## config.mk

```make
export PLATFORM = sky130hd
export DESIGN_NAME = hwpf_stride_req_gen_flat
export DESIGN_NICKNAME = d
export VERILOG_FILES = /design/src/rtl/hwpf_stride_req_gen_if.sv /design/src/rtl/hwpf_stride_req_gen.sv /design/src/flat_wrapper.sv
export SDC_FILE = /design/constraint.sdc
export NUM_CORES = 1
export LEC_CHECK = 0
export BUFFER_PORTS_ARGS = -buffer_cell sky130_fd_sc_hd__buf_2
export CAP_MARGIN = 25
export CORE_UTILIZATION = 38
export DETAILED_ROUTE_END_ITERATION = 8
export PLACE_DENSITY = 0.55
export SLEW_MARGIN = 10
export SYNTH_ARGS = -nofsm -noshare
export SYNTH_HDL_FRONTEND = slang
export SYNTH_SLANG_ARGS = --single-unit
export TNS_END_PERCENT = 5
```

## constraint.sdc

```tcl
create_clock -name clk_i -period 3.7 [get_ports clk_i]
set_input_delay 0.37 -clock clk_i [delete_from_list [all_inputs] [get_ports clk_i]]
set_output_delay 0.37 -clock clk_i [all_outputs]
set_load 0.02 [all_outputs]
```

## src/rtl/hwpf_stride_req_gen_if.sv

```systemverilog
// hwpf_stride_req_gen_if
//   Prefetch request channel between the stride request generator (master)
//   and the prefetch request consumer (slave).
//   Signals:
//     req_valid  master->slave  request valid
//     req_ready  slave->master  request accepted
//     req_nline  master->slave  cache line to prefetch
interface hwpf_stride_req_gen_if #(
  parameter int unsigned NLINE_W = 26
);
  logic               req_valid;
  logic               req_ready;
  logic [NLINE_W-1:0] req_nline;

  modport master (
    output req_valid,
    output req_nline,
    input  req_ready
  );

  modport slave (
    input  req_valid,
    input  req_nline,
    output req_ready
  );
endinterface

```

## src/rtl/hwpf_stride_req_gen.sv

```systemverilog
// hwpf_stride_req_gen
//   Stride prefetch request generator. Holds the base cache line watched by
//   the stride snooper and drives its enable. On a snoop match it issues a
//   burst of cfg_nlines_i requests at base + k*stride (k = 1..N) over the
//   req_if valid/ready channel, then either rearms at the last issued line
//   or returns to IDLE.
//
//   Build option: define HPDCACHE_HWPF_STRIDE_NEGATIVE_EN to treat
//   cfg_stride_i as two's complement (sign-extended); otherwise it is
//   unsigned (zero-extended).
//
//   Ports:
//     clk_i, rst_i      clock, asynchronous active-high reset
//     en_i              engine enable; low forces IDLE
//     cfg_base_set_i    load cfg_base_i as base and arm
//     cfg_base_i        new base cache line
//     cfg_stride_i      stride in cache lines
//     cfg_nlines_i      lines per trigger (0 = matches ignored)
//     cfg_rearm_i       after a burst: 1 = rearm at last line, 0 = IDLE
//     snoop_match_i     match from snooper
//     snoop_en_o        snooper enable
//     base_nline_o      base line for the snooper
//     req_if            prefetch request channel (master side)
//     busy_o            burst in progress
module hwpf_stride_req_gen #(
  parameter int unsigned STRIDE_W = 16,
  parameter int unsigned NLINES_W = 4,
  parameter int unsigned NLINE_W  = 26
) (
  input  logic                clk_i,
  input  logic                rst_i,
  input  logic                en_i,
  input  logic                cfg_base_set_i,
  input  logic [NLINE_W-1:0]  cfg_base_i,
  input  logic [STRIDE_W-1:0] cfg_stride_i,
  input  logic [NLINES_W-1:0] cfg_nlines_i,
  input  logic                cfg_rearm_i,
  input  logic                snoop_match_i,
  output logic                snoop_en_o,
  output logic [NLINE_W-1:0]  base_nline_o,
  hwpf_stride_req_gen_if.master req_if,
  output logic                busy_o
);

  typedef logic [NLINE_W-1:0] hpdcache_nline_t;

  typedef enum logic [1:0] {
    IDLE  = 2'd0,
    ARMED = 2'd1,
    ISSUE = 2'd2
  } state_e;

  state_e              state_q, state_d;
  hpdcache_nline_t     base_q, base_d;
  hpdcache_nline_t     next_nline_q, next_nline_d;
  hpdcache_nline_t     stride_q, stride_d;
  logic [NLINES_W-1:0] nlines_q, nlines_d;
  logic [NLINES_W-1:0] cnt_q, cnt_d;
  logic                rearm_q, rearm_d;

  // Stride widened to the line width; the build option selects the sign rule.
  hpdcache_nline_t     stride_ext;
`ifdef HPDCACHE_HWPF_STRIDE_NEGATIVE_EN
  assign stride_ext = NLINE_W'(signed'(cfg_stride_i));
`else
  assign stride_ext = NLINE_W'(cfg_stride_i);
`endif

  always_ff @(posedge clk_i or posedge rst_i) begin
    if (rst_i) begin
      state_q      <= IDLE;
      base_q       <= '0;
      next_nline_q <= '0;
      stride_q     <= '0;
      nlines_q     <= '0;
      cnt_q        <= '0;
      rearm_q      <= 1'b0;
    end else begin
      state_q      <= state_d;
      base_q       <= base_d;
      next_nline_q <= next_nline_d;
      stride_q     <= stride_d;
      nlines_q     <= nlines_d;
      cnt_q        <= cnt_d;
      rearm_q      <= rearm_d;
    end
  end

  always_comb begin
    state_d      = state_q;
    base_d       = base_q;
    next_nline_d = next_nline_q;
    stride_d     = stride_q;
    nlines_d     = nlines_q;
    cnt_d        = cnt_q;
    rearm_d      = rearm_q;

    if (!en_i) begin
      state_d = IDLE;
    end else if (cfg_base_set_i) begin
      // Reloading the base abandons any burst in flight.
      base_d  = cfg_base_i;
      state_d = ARMED;
    end else begin
      case (state_q)
        ARMED: begin
          if (snoop_match_i && (cfg_nlines_i != '0)) begin
            // Burst parameters are frozen here so cfg changes cannot
            // disturb the burst that follows.
            stride_d     = stride_ext;
            nlines_d     = cfg_nlines_i;
            rearm_d      = cfg_rearm_i;
            cnt_d        = '0;
            next_nline_d = base_q + stride_ext;
            state_d      = ISSUE;
          end
        end
        ISSUE: begin
          // valid is high throughout ISSUE, so ready alone is the handshake.
          if (req_if.req_ready) begin
            cnt_d        = cnt_q + NLINES_W'(1);
            next_nline_d = next_nline_q + stride_q;
            if (cnt_q == (nlines_q - NLINES_W'(1))) begin
              if (rearm_q) begin
                base_d  = next_nline_q;
                state_d = ARMED;
              end else begin
                state_d = IDLE;
              end
            end
          end
        end
        default: ;
      endcase
    end
  end

  assign snoop_en_o       = (state_q == ARMED);
  assign busy_o           = (state_q == ISSUE);
  assign req_if.req_valid = (state_q == ISSUE);
  assign req_if.req_nline = next_nline_q;
  assign base_nline_o     = base_q;

endmodule

```

## src/flat_wrapper.sv

```systemverilog
// flat-port wrapper written by rule: the top's interface ports become plain ports
module hwpf_stride_req_gen_flat 
#(
  parameter int unsigned STRIDE_W = 16,
  parameter int unsigned NLINES_W = 4,
  parameter int unsigned NLINE_W  = 26
)
  (clk_i, rst_i, en_i, cfg_base_set_i, cfg_base_i, cfg_stride_i, cfg_nlines_i, cfg_rearm_i, snoop_match_i, snoop_en_o, base_nline_o, busy_o, req_if_req_valid, req_if_req_nline, req_if_req_ready);
  hwpf_stride_req_gen_if #(.NLINE_W(NLINE_W)) req_if_i ();
  input  logic clk_i;
  input  logic rst_i;
  input  logic en_i;
  input  logic cfg_base_set_i;
  input  logic [NLINE_W-1:0] cfg_base_i;
  input  logic [STRIDE_W-1:0] cfg_stride_i;
  input  logic [NLINES_W-1:0] cfg_nlines_i;
  input  logic cfg_rearm_i;
  input  logic snoop_match_i;
  output logic snoop_en_o;
  output logic [NLINE_W-1:0] base_nline_o;
  output logic busy_o;
  output wire logic [$bits(req_if_i.req_valid)-1:0] req_if_req_valid;
  output wire logic [$bits(req_if_i.req_nline)-1:0] req_if_req_nline;
  input wire logic [$bits(req_if_i.req_ready)-1:0] req_if_req_ready;
  assign req_if_req_valid = req_if_i.req_valid;
  assign req_if_req_nline = req_if_i.req_nline;
  assign req_if_i.req_ready = req_if_req_ready;
  hwpf_stride_req_gen #(.STRIDE_W(STRIDE_W), .NLINES_W(NLINES_W), .NLINE_W(NLINE_W)) u_core (.clk_i(clk_i), .rst_i(rst_i), .en_i(en_i), .cfg_base_set_i(cfg_base_set_i), .cfg_base_i(cfg_base_i), .cfg_stride_i(cfg_stride_i), .cfg_nlines_i(cfg_nlines_i), .cfg_rearm_i(cfg_rearm_i), .snoop_match_i(snoop_match_i), .snoop_en_o(snoop_en_o), .base_nline_o(base_nline_o), .req_if(req_if_i), .busy_o(busy_o));
endmodule
```

# After elaboration in Yosys (flattened, before gate mapping)
# Index checks and enable logic that the tools add are counted.
dict set report totals {
  regBits 79
  latchBits 0
  ram_bits 0
  mem_bits_ro 0
  input_bits 53
  output_inout_bits 55
  word_cells 50
  mem_count 0
}
dict set report classes {
  add_sub_neg 4
  n_mul 0
  div_mod_pow 0
  order_cmp 0
  n_eq_ne 9
  shifts 0
  muxes 18
  n_bitwise 1
  n_reduce_logical 11
}
# operator count
set ops {}
lappend ops {{26-bit 2-to-1 mux} 7}
lappend ops {{26-bit by 16-bit adder with 26-bit output} 2}
lappend ops {{26-bit one-hot mux with 2 select lines} 1}
lappend ops {{4-bit by 3-bit inequality test with 1-bit output, second input constant} 3}
lappend ops {{2-bit 2-to-1 mux} 5}
lappend ops {{5-bit AND reduction} 2}
lappend ops {{2-bit nonzero test} 5}
lappend ops {{4-bit 2-to-1 mux} 2}
lappend ops {{4-bit one-hot mux with 2 select lines} 1}
lappend ops {{4-bit AND reduction} 2}
lappend ops {{4-bit by 1-bit adder with 4-bit output, second input constant} 1}
lappend ops {{4-bit == test} 1}
lappend ops {{2-bit by 1-bit inequality test with 1-bit output, second input constant} 2}
lappend ops {{4-bit by 1-bit inequality test with 1-bit output, second input constant} 1}
lappend ops {{2-bit one-hot mux with 2 select lines} 1}
lappend ops {{4-bit nonzero test} 1}
lappend ops {{4-bit by 1-bit subtractor with 4-bit output, second input constant} 1}
lappend ops {{2-bit by 1-bit == test with 1-bit output, second input constant} 1}
lappend ops {{2-bit == test, second input constant} 1}
lappend ops {{1-bit logical AND} 1}
lappend ops {{1-bit 2-to-1 mux} 1}
lappend ops {{1-bit inverter} 1}

# Logic depth before layout (Yosys ltp)
# Gate-level depths: netlist of the first run.
dict set report depth {
  depth_word 7
  mapped_depth 9
  mapped_depth_nobuf 9
}

# Least setup slack after synthesis of the first run
# No wires, ideal clock.
dict set report synth_path {
  kind {flip-flop to flip-flop}
  from {reg u_core.base_q[0] (netlist: u_core.base_nline_o[0])}
  to {reg u_core.next_nline_q[18] (netlist: u_core.req_if.req_nline[18])}
  setup_time_ns 0.094
  t_arrival_ns 2.724
  required_time_ns 3.606
  setup_slack_ns 0.883
  path_stages_with_launch 10
  n_path_buf 0
  synth_period_minus_slack_ns 2.817
  path_cell_list {dfrtp_1 > ha_1 > fa_1 > a21o_1 > a221oi_1 > o211ai_1 > a41oi_1 > nor2_1 > xnor2_1 > a211oi_1}
}
dict set report synth_via {
  elab_chain_len 3
}
# element line
set synth_rtl {}
lappend synth_rtl {{from (decl)} hwpf_stride_req_gen.sv:54} ;# hpdcache_nline_t base_q, base_d;
lappend synth_rtl {{from (signal assigned)} hwpf_stride_req_gen.sv:80} ;# base_q <= base_d;
lappend synth_rtl {{26-bit by 16-bit adder with 26-bit output} hwpf_stride_req_gen.sv:114} ;# next_nline_d = base_q + stride_ext;
lappend synth_rtl {{26-bit 2-to-1 mux} hwpf_stride_req_gen.sv:107} ;# if (snoop_match_i && (cfg_nlines_i != '0)) begin
lappend synth_rtl {{26-bit one-hot mux with 2 select lines} hwpf_stride_req_gen.sv:105} ;# case (state_q)
lappend synth_rtl {{to (signal assigned)} hwpf_stride_req_gen.sv:81} ;# next_nline_q <= next_nline_d;
lappend synth_rtl {{to (decl)} hwpf_stride_req_gen.sv:55} ;# hpdcache_nline_t next_nline_q, next_nline_d;
# No other way between the ends. The select of a mux whose other input is x is not followed.
# A chain may end at the register's enable or synchronous reset.

# Worst setup path after layout of the first run
# Same ends and word-level chain as after synthesis.

==> flow_metrics.env, run 1 <==
export IMPL_outcome="complete, no violations"
export IMPL_grt_pass1_wl_um=25030
export IMPL_layout_min_cycle_time_ps=3143
export IMPL_grt_max_degree=52
export IMPL_layout_drive_gt1_share_pct=23.21
export IMPL_final_cells=891
export IMPL_cap_viol_max_count=0
export IMPL_hold_slack_ps=243.8
export IMPL_postCtsResizedCells=0
export IMPL_nets=798
export IMPL_final_antenna_net_count=0
export IMPL_fillers=1345
export IMPL_globalplace_congestion=0.8686
export IMPL_wl_met3_um=570
export IMPL_place_hpwl_um=11600
export IMPL_synth_ff_latch_count=79
export IMPL_io_pins=108
export IMPL_worst_pin_slew_ps=954.9
export IMPL_synth_cell_types=68
export IMPL_wl_met2_um=7605
export IMPL_rsz0062_at_grt="false"
export IMPL_antenna_found_initial=0
export IMPL_overflow=0
export IMPL_clock_latency_ps=350
export IMPL_powerDensity_mw_per_mm2=727.1
export IMPL_finalHoldViolCount=0
export IMPL_synthToLayoutAreaGrowth_pct=18.54
export IMPL_cts_sinks=79
export IMPL_dieWidth_um=122.9
export IMPL_setup_viol=0
export IMPL_yosysSeqAreaShare_pct=35.59
export IMPL_period_share_pct=84.95
export IMPL_layout_common_cells="buf_2 (107), dfrtp_1 (79), nand2_1 (71)"
export IMPL_clock_skew_final_ps=7.774
export IMPL_wirelength_met1_um=7086
export IMPL_dieArea_sq_mm=0.01510
export IMPL_max_clock_freq_mhz=318.2
export IMPL_top_layer_used="met4"
export IMPL_min_path_type="in2reg"
export IMPL_wl_per_cell_um=17.51
export IMPL_drt_first_pass_iters=4
export IMPL_cp_required_ps=3970
export IMPL_initial_core_util_pct=39.55
export IMPL_mostFrequentLayoutCell="buf_2"
export IMPL_path_clk_slew_ps=60
export IMPL_syn_inst=610
export IMPL_vdd_ir_drop_max_uv=394.1
export IMPL_synth_warnings=0
export IMPL_htree_levels=3
export IMPL_wl_um=15600
export IMPL_critical_path_class="reg2reg"
export IMPL_core_sq_mm=0.01404
export IMPL_num_rows=43
export IMPL_synth_edff_count=0
export IMPL_routed_via_density=5.613
export IMPL_p_leak_nw=3.088
export IMPL_slew_headroom_pct=36.10
export IMPL_grtUsageTotal_pct=21.82
export IMPL_synth_async_reset_ratio_pct=100.0
export IMPL_crit_fanout=5
export IMPL_critPathLaunchType="register"
export IMPL_cts_buffers=9
export IMPL_maxSlewViolCount=0
export IMPL_final_setup_tns_ps=0
export IMPL_numPortBuffers=107
export IMPL_synthesis_area_per_instance_sq_um=9.105
export IMPL_p_total_mw=4.787
export IMPL_initialDrtViolationCount=289
export IMPL_fp_dieH_um=122.9
export IMPL_drc_errors=0
export IMPL_grt_pass1_vias=4851
export IMPL_tritoncts="done"
export IMPL_post_route_util_pct=46.89
export IMPL_endpoint_kind="register"
export IMPL_vias=5001
export IMPL_dp_cells=874
export IMPL_antenna_cells=0
export IMPL_synth_top_flop_cell="dfrtp_1"
export IMPL_clockBufferDepth=2
export IMPL_syn_nets=701
export IMPL_cts_root_buffer="clkbuf_16"
export IMPL_worstPathArrival_ps=3410
export IMPL_syn_area_sq_mm=0.005554
## cell families after synthesis
family                     share of synthesized area [%]
AOI/OAI and AO/OA                                  23.70
xor gates and xnor gates                           5.362
adders and majority gates                          8.831
buffers and inverters                              2.951
DFF                                                35.59
muxes                                              10.00
and+or+nand+nor                                    13.56
## area by class of cell
cell class	instances	area (sq um)	share of cell area, %
multi-input combinational	489	3431	52.11
sequential	79	1977	30.03
timing repair buffer	116	625.6	9.502
clock buffer	10	229.0	3.478
tap	180	225.2	3.421
clock inverter	5	50.05	0.7602
inverter	12	46.29	0.7032
## worst max-delay path, cell delays in order (launching register included)
cell,delay (ps)
dfrtp_1,380
ha_1,220
fa_1,410
a21o_1,230
a221oi_1,520
o211ai_1,250
a41oi_1,560
nor2_1,130
xnor2_1,150
a211oi_1,220
## sequential cells by signal, indices dropped and copies added (netlist names)
register,flops
u_core.stride_q,16
u_core.req_if.req_nline,26
u_core.rearm_q,1
u_core.nlines_q,4
u_core.cnt_q,4
u_core.state_q,2
u_core.base_nline_o,26
## metal layers
metal / track usage [%] / vias up
met5: 0 / -
met4: 9.832 / 0
met3: 2.998 / 22
met2: 36.62 / 112
met1: 27.85 / 2408
li1: - / 2459
## power breakdown
group          internal [mW]  switching [mW]
combinational           1.00            1.44
clock                  0.514           0.367
sequential              1.13           0.331
## Yosys cell counts (3+ instances only)
library cell,number,share of area [%]
nor3_1,13,1.2
and3_1,7,0.79
mux2_2,20,4.1
mux2i_1,33,5.9
o21ai_1,3,0.27
xnor2_1,19,3.0
xor2_1,15,2.4
and4_1,3,0.47
o21ai_0,64,5.8
clkbuf_1,26,1.8
ha_1,36,8.1
nand3_1,15,1.4
o21a_1,8,1.1
a41oi_1,4,0.63
a22oi_1,3,0.41
a21oi_1,38,3.4
nand4_1,5,0.56
a21o_1,18,2.4
a221o_1,3,0.54
inv_1,11,0.74
or2_2,3,0.34
o211ai_1,5,0.68
a211oi_1,12,1.6
nor3b_1,3,0.41
nor2_1,31,2.1
nand2_1,71,4.8
a31oi_1,6,0.68
nor2b_1,3,0.34
dfrtp_1,79,36
## repair_timing
action | in CTS | in global routing
hold buffers | 0 | 1
hold endpoints to repair | 0 | 7
buffers inserted | 0 | 0
## through the flow
| step | worst slack [ps] | cell area, sq um |
|---|---|---|
| finish | 557.0 | 6584 |
| floorplan | 882.5 | 5554 |
| global placement | 477.7 | 6267 |
| global route | 342.1 | 6584 |
| detailed placement | 461.4 | 6267 |
| CTS | 559.6 | 6546 |
## worst paths after layout
path                                             start  depth (start not counted)                           to  slack, ps
worst max-delay path            u_core.base_nline_o[0]                          9  u_core.req_if.req_nline[18]        560
worst min-delay path                   cfg_nlines_i[1]                          3           u_core.nlines_q[1]        240
worst max register to register  u_core.base_nline_o[0]                          9  u_core.req_if.req_nline[18]        560
worst min register to register  u_core.base_nline_o[3]                          2       u_core.base_nline_o[3]        510
max in group asynchronous                        rst_i                          5   u_core.req_if.req_nline[9]       2310
min in group asynchronous                        rst_i                          3              u_core.cnt_q[3]        460
Power figures use the tool's default switching activity.
==> run 2: changes to the inputs <==
==> constraint.sdc (replaced) <==
create_clock -name clk_i -period 3 [get_ports clk_i]
set_input_delay 0.3 -clock clk_i [delete_from_list [all_inputs] [get_ports clk_i]]
set_output_delay 0.3 -clock clk_i [all_outputs]
set_load 0.02 [all_outputs]
==> flow_metrics.env, run 2 (synthesis gave the netlist of run 1 again) <==
export IMPL_clockBufferDepth=2
export IMPL_cts_buffers=9
export IMPL_initialDrtViolationCount=240
export IMPL_path_clk_slew_ps=60
export IMPL_min_path_type="in2async"
export IMPL_critical_path_class="reg2reg"
export IMPL_reg2regPathDepth=11
export IMPL_cap_viol_max_count=0
export IMPL_slew_headroom_pct=48.00
export IMPL_dp_cells=880
export IMPL_hold_slack_ps=64.71
export IMPL_grt_pass1_wl_um=25360
export IMPL_tritoncts="done"
export IMPL_final_antenna_net_count=0
export IMPL_layout_common_cells="buf_2 (107), dfrtp_1 (79), nand2_1 (71)"
export IMPL_critPathLaunchType="register"
export IMPL_post_route_util_pct=47.16
export IMPL_routed_via_density=5.617
export IMPL_grt_max_degree=53
export IMPL_mostFrequentLayoutCell="buf_2"
export IMPL_powerDensity_mw_per_mm2=887.9
export IMPL_core_sq_mm=0.01404
export IMPL_final_cells=896
export IMPL_vdd_ir_drop_max_uv=432.6
export IMPL_rr_endpoint="u_core.req_if.req_nline[18]"
export IMPL_io_pins=108
export IMPL_outcome="complete, no violations"
export IMPL_num_rows=43
export IMPL_cts_sinks=79
export IMPL_cp_required_ps=3250
export IMPL_finalHoldViolCount=0
export IMPL_place_hpwl_um=11590
export IMPL_maxSlewViolCount=0
export IMPL_globalplace_congestion=0.8851
export IMPL_drc_errors=0
export IMPL_fp_dieH_um=122.9
export IMPL_antenna_found_initial=0
export IMPL_overflow=0
export IMPL_antenna_cells=0
export IMPL_vias=5033
export IMPL_reg2reg_setup_slack_ps=140
export IMPL_endpoint_kind="register"
export IMPL_dieWidth_um=122.9
export IMPL_p_total_mw=5.880
export IMPL_nets=802
export IMPL_clock_latency_ps=350
export IMPL_dieArea_sq_mm=0.01510
export IMPL_drt_first_pass_iters=5
export IMPL_r2r_start="u_core.base_nline_o[0]"
export IMPL_clock_skew_final_ps=8.318
export IMPL_grtUsageTotal_pct=21.90
export IMPL_period_share_pct=95.19
export IMPL_wl_per_cell_um=17.07
export IMPL_synthToLayoutAreaGrowth_pct=19.24
export IMPL_wl_um=15300
export IMPL_cts_root_buffer="clkbuf_16"
export IMPL_htree_levels=3
export IMPL_rsz0062_at_grt="false"
export IMPL_worstPathArrival_ps=3110
export IMPL_crit_fanout=5
export IMPL_cts_hold_buf=0
export IMPL_setup_viol=0
export IMPL_max_clock_freq_mhz=350.2
export IMPL_worst_pin_slew_ps=779.0
export IMPL_layout_min_cycle_time_ps=2856
export IMPL_p_leak_nw=3.107
export IMPL_layout_drive_gt1_share_pct=24.16
export IMPL_final_setup_tns_ps=0
export IMPL_numPortBuffers=107
export IMPL_initial_core_util_pct=39.55
export IMPL_grt_pass1_vias=4994
run 2: per-stage QoR:
stage	area (sq um)	setup slack, ps
after floorplan	5554	182.5
after global placement	6325	158.3
after detailed placement	6325	49.57
after CTS	6601	85.59
after global routing	6623	25.24
final	6623	144.4
run 2: power by group:
group	leakage, nW	internal (mW)	switching (mW)
clock network	0.142	0.600	0.441
registers	0.976	1.39	0.405
logic	1.99	1.26	1.78
run 2: repair_timing:
item | in CTS | in global routing
resized for setup | 0 | 3
buffers inserted | 0 | 0
endpoints found under the setup margin | 0 | 3
run 2: worst max-delay path by stage:
stage                                 startpoint                           to  slack (ps)  cells past startpoint
after detailed placement         cfg_stride_i[0]  u_core.req_if.req_nline[18]          50                     12
after floorplan           u_core.base_nline_o[0]  u_core.req_if.req_nline[18]         180                      9
after global placement           cfg_stride_i[0]  u_core.req_if.req_nline[18]         160                     12
after global routing      u_core.base_nline_o[0]  u_core.req_if.req_nline[18]          30                     11
final                     u_core.base_nline_o[0]  u_core.req_if.req_nline[18]         140                     11
after CTS                 u_core.base_nline_o[0]  u_core.req_if.req_nline[18]          90                     11
run 2: critical path, stage by stage (launching register included):
cell      delay [ps]
dfrtp_1          390
ha_1             240
fa_1             420
a21o_1           230
a221oi_2         270
buf_4            180
o211ai_1         170
a41oi_1          270
buf_4            180
nor2_1            60
xnor2_1          120
a211oi_1         240
run 2: layout make-up:
cell class | instances | area [sq um]
inverter | 12 | 46.29
sequential | 79 | 1977
tap | 180 | 225.2
multi-input combinational | 489 | 3452
timing repair buffer | 120 | 645.6
clock inverter | 4 | 20.02
clock buffer | 12 | 256.5
fill | 1371 | 7420
run 2: layer usage:
metal | track usage, % | up-vias | routed length [um]
li1 | - | 2466 | -
met1 | 28.40 | 2420 | 6989
met2 | 36.20 | 121 | 7374
met3 | 3.183 | 26 | 564
met4 | 9.604 | 0 | 367
met5 | 0 | - | 0
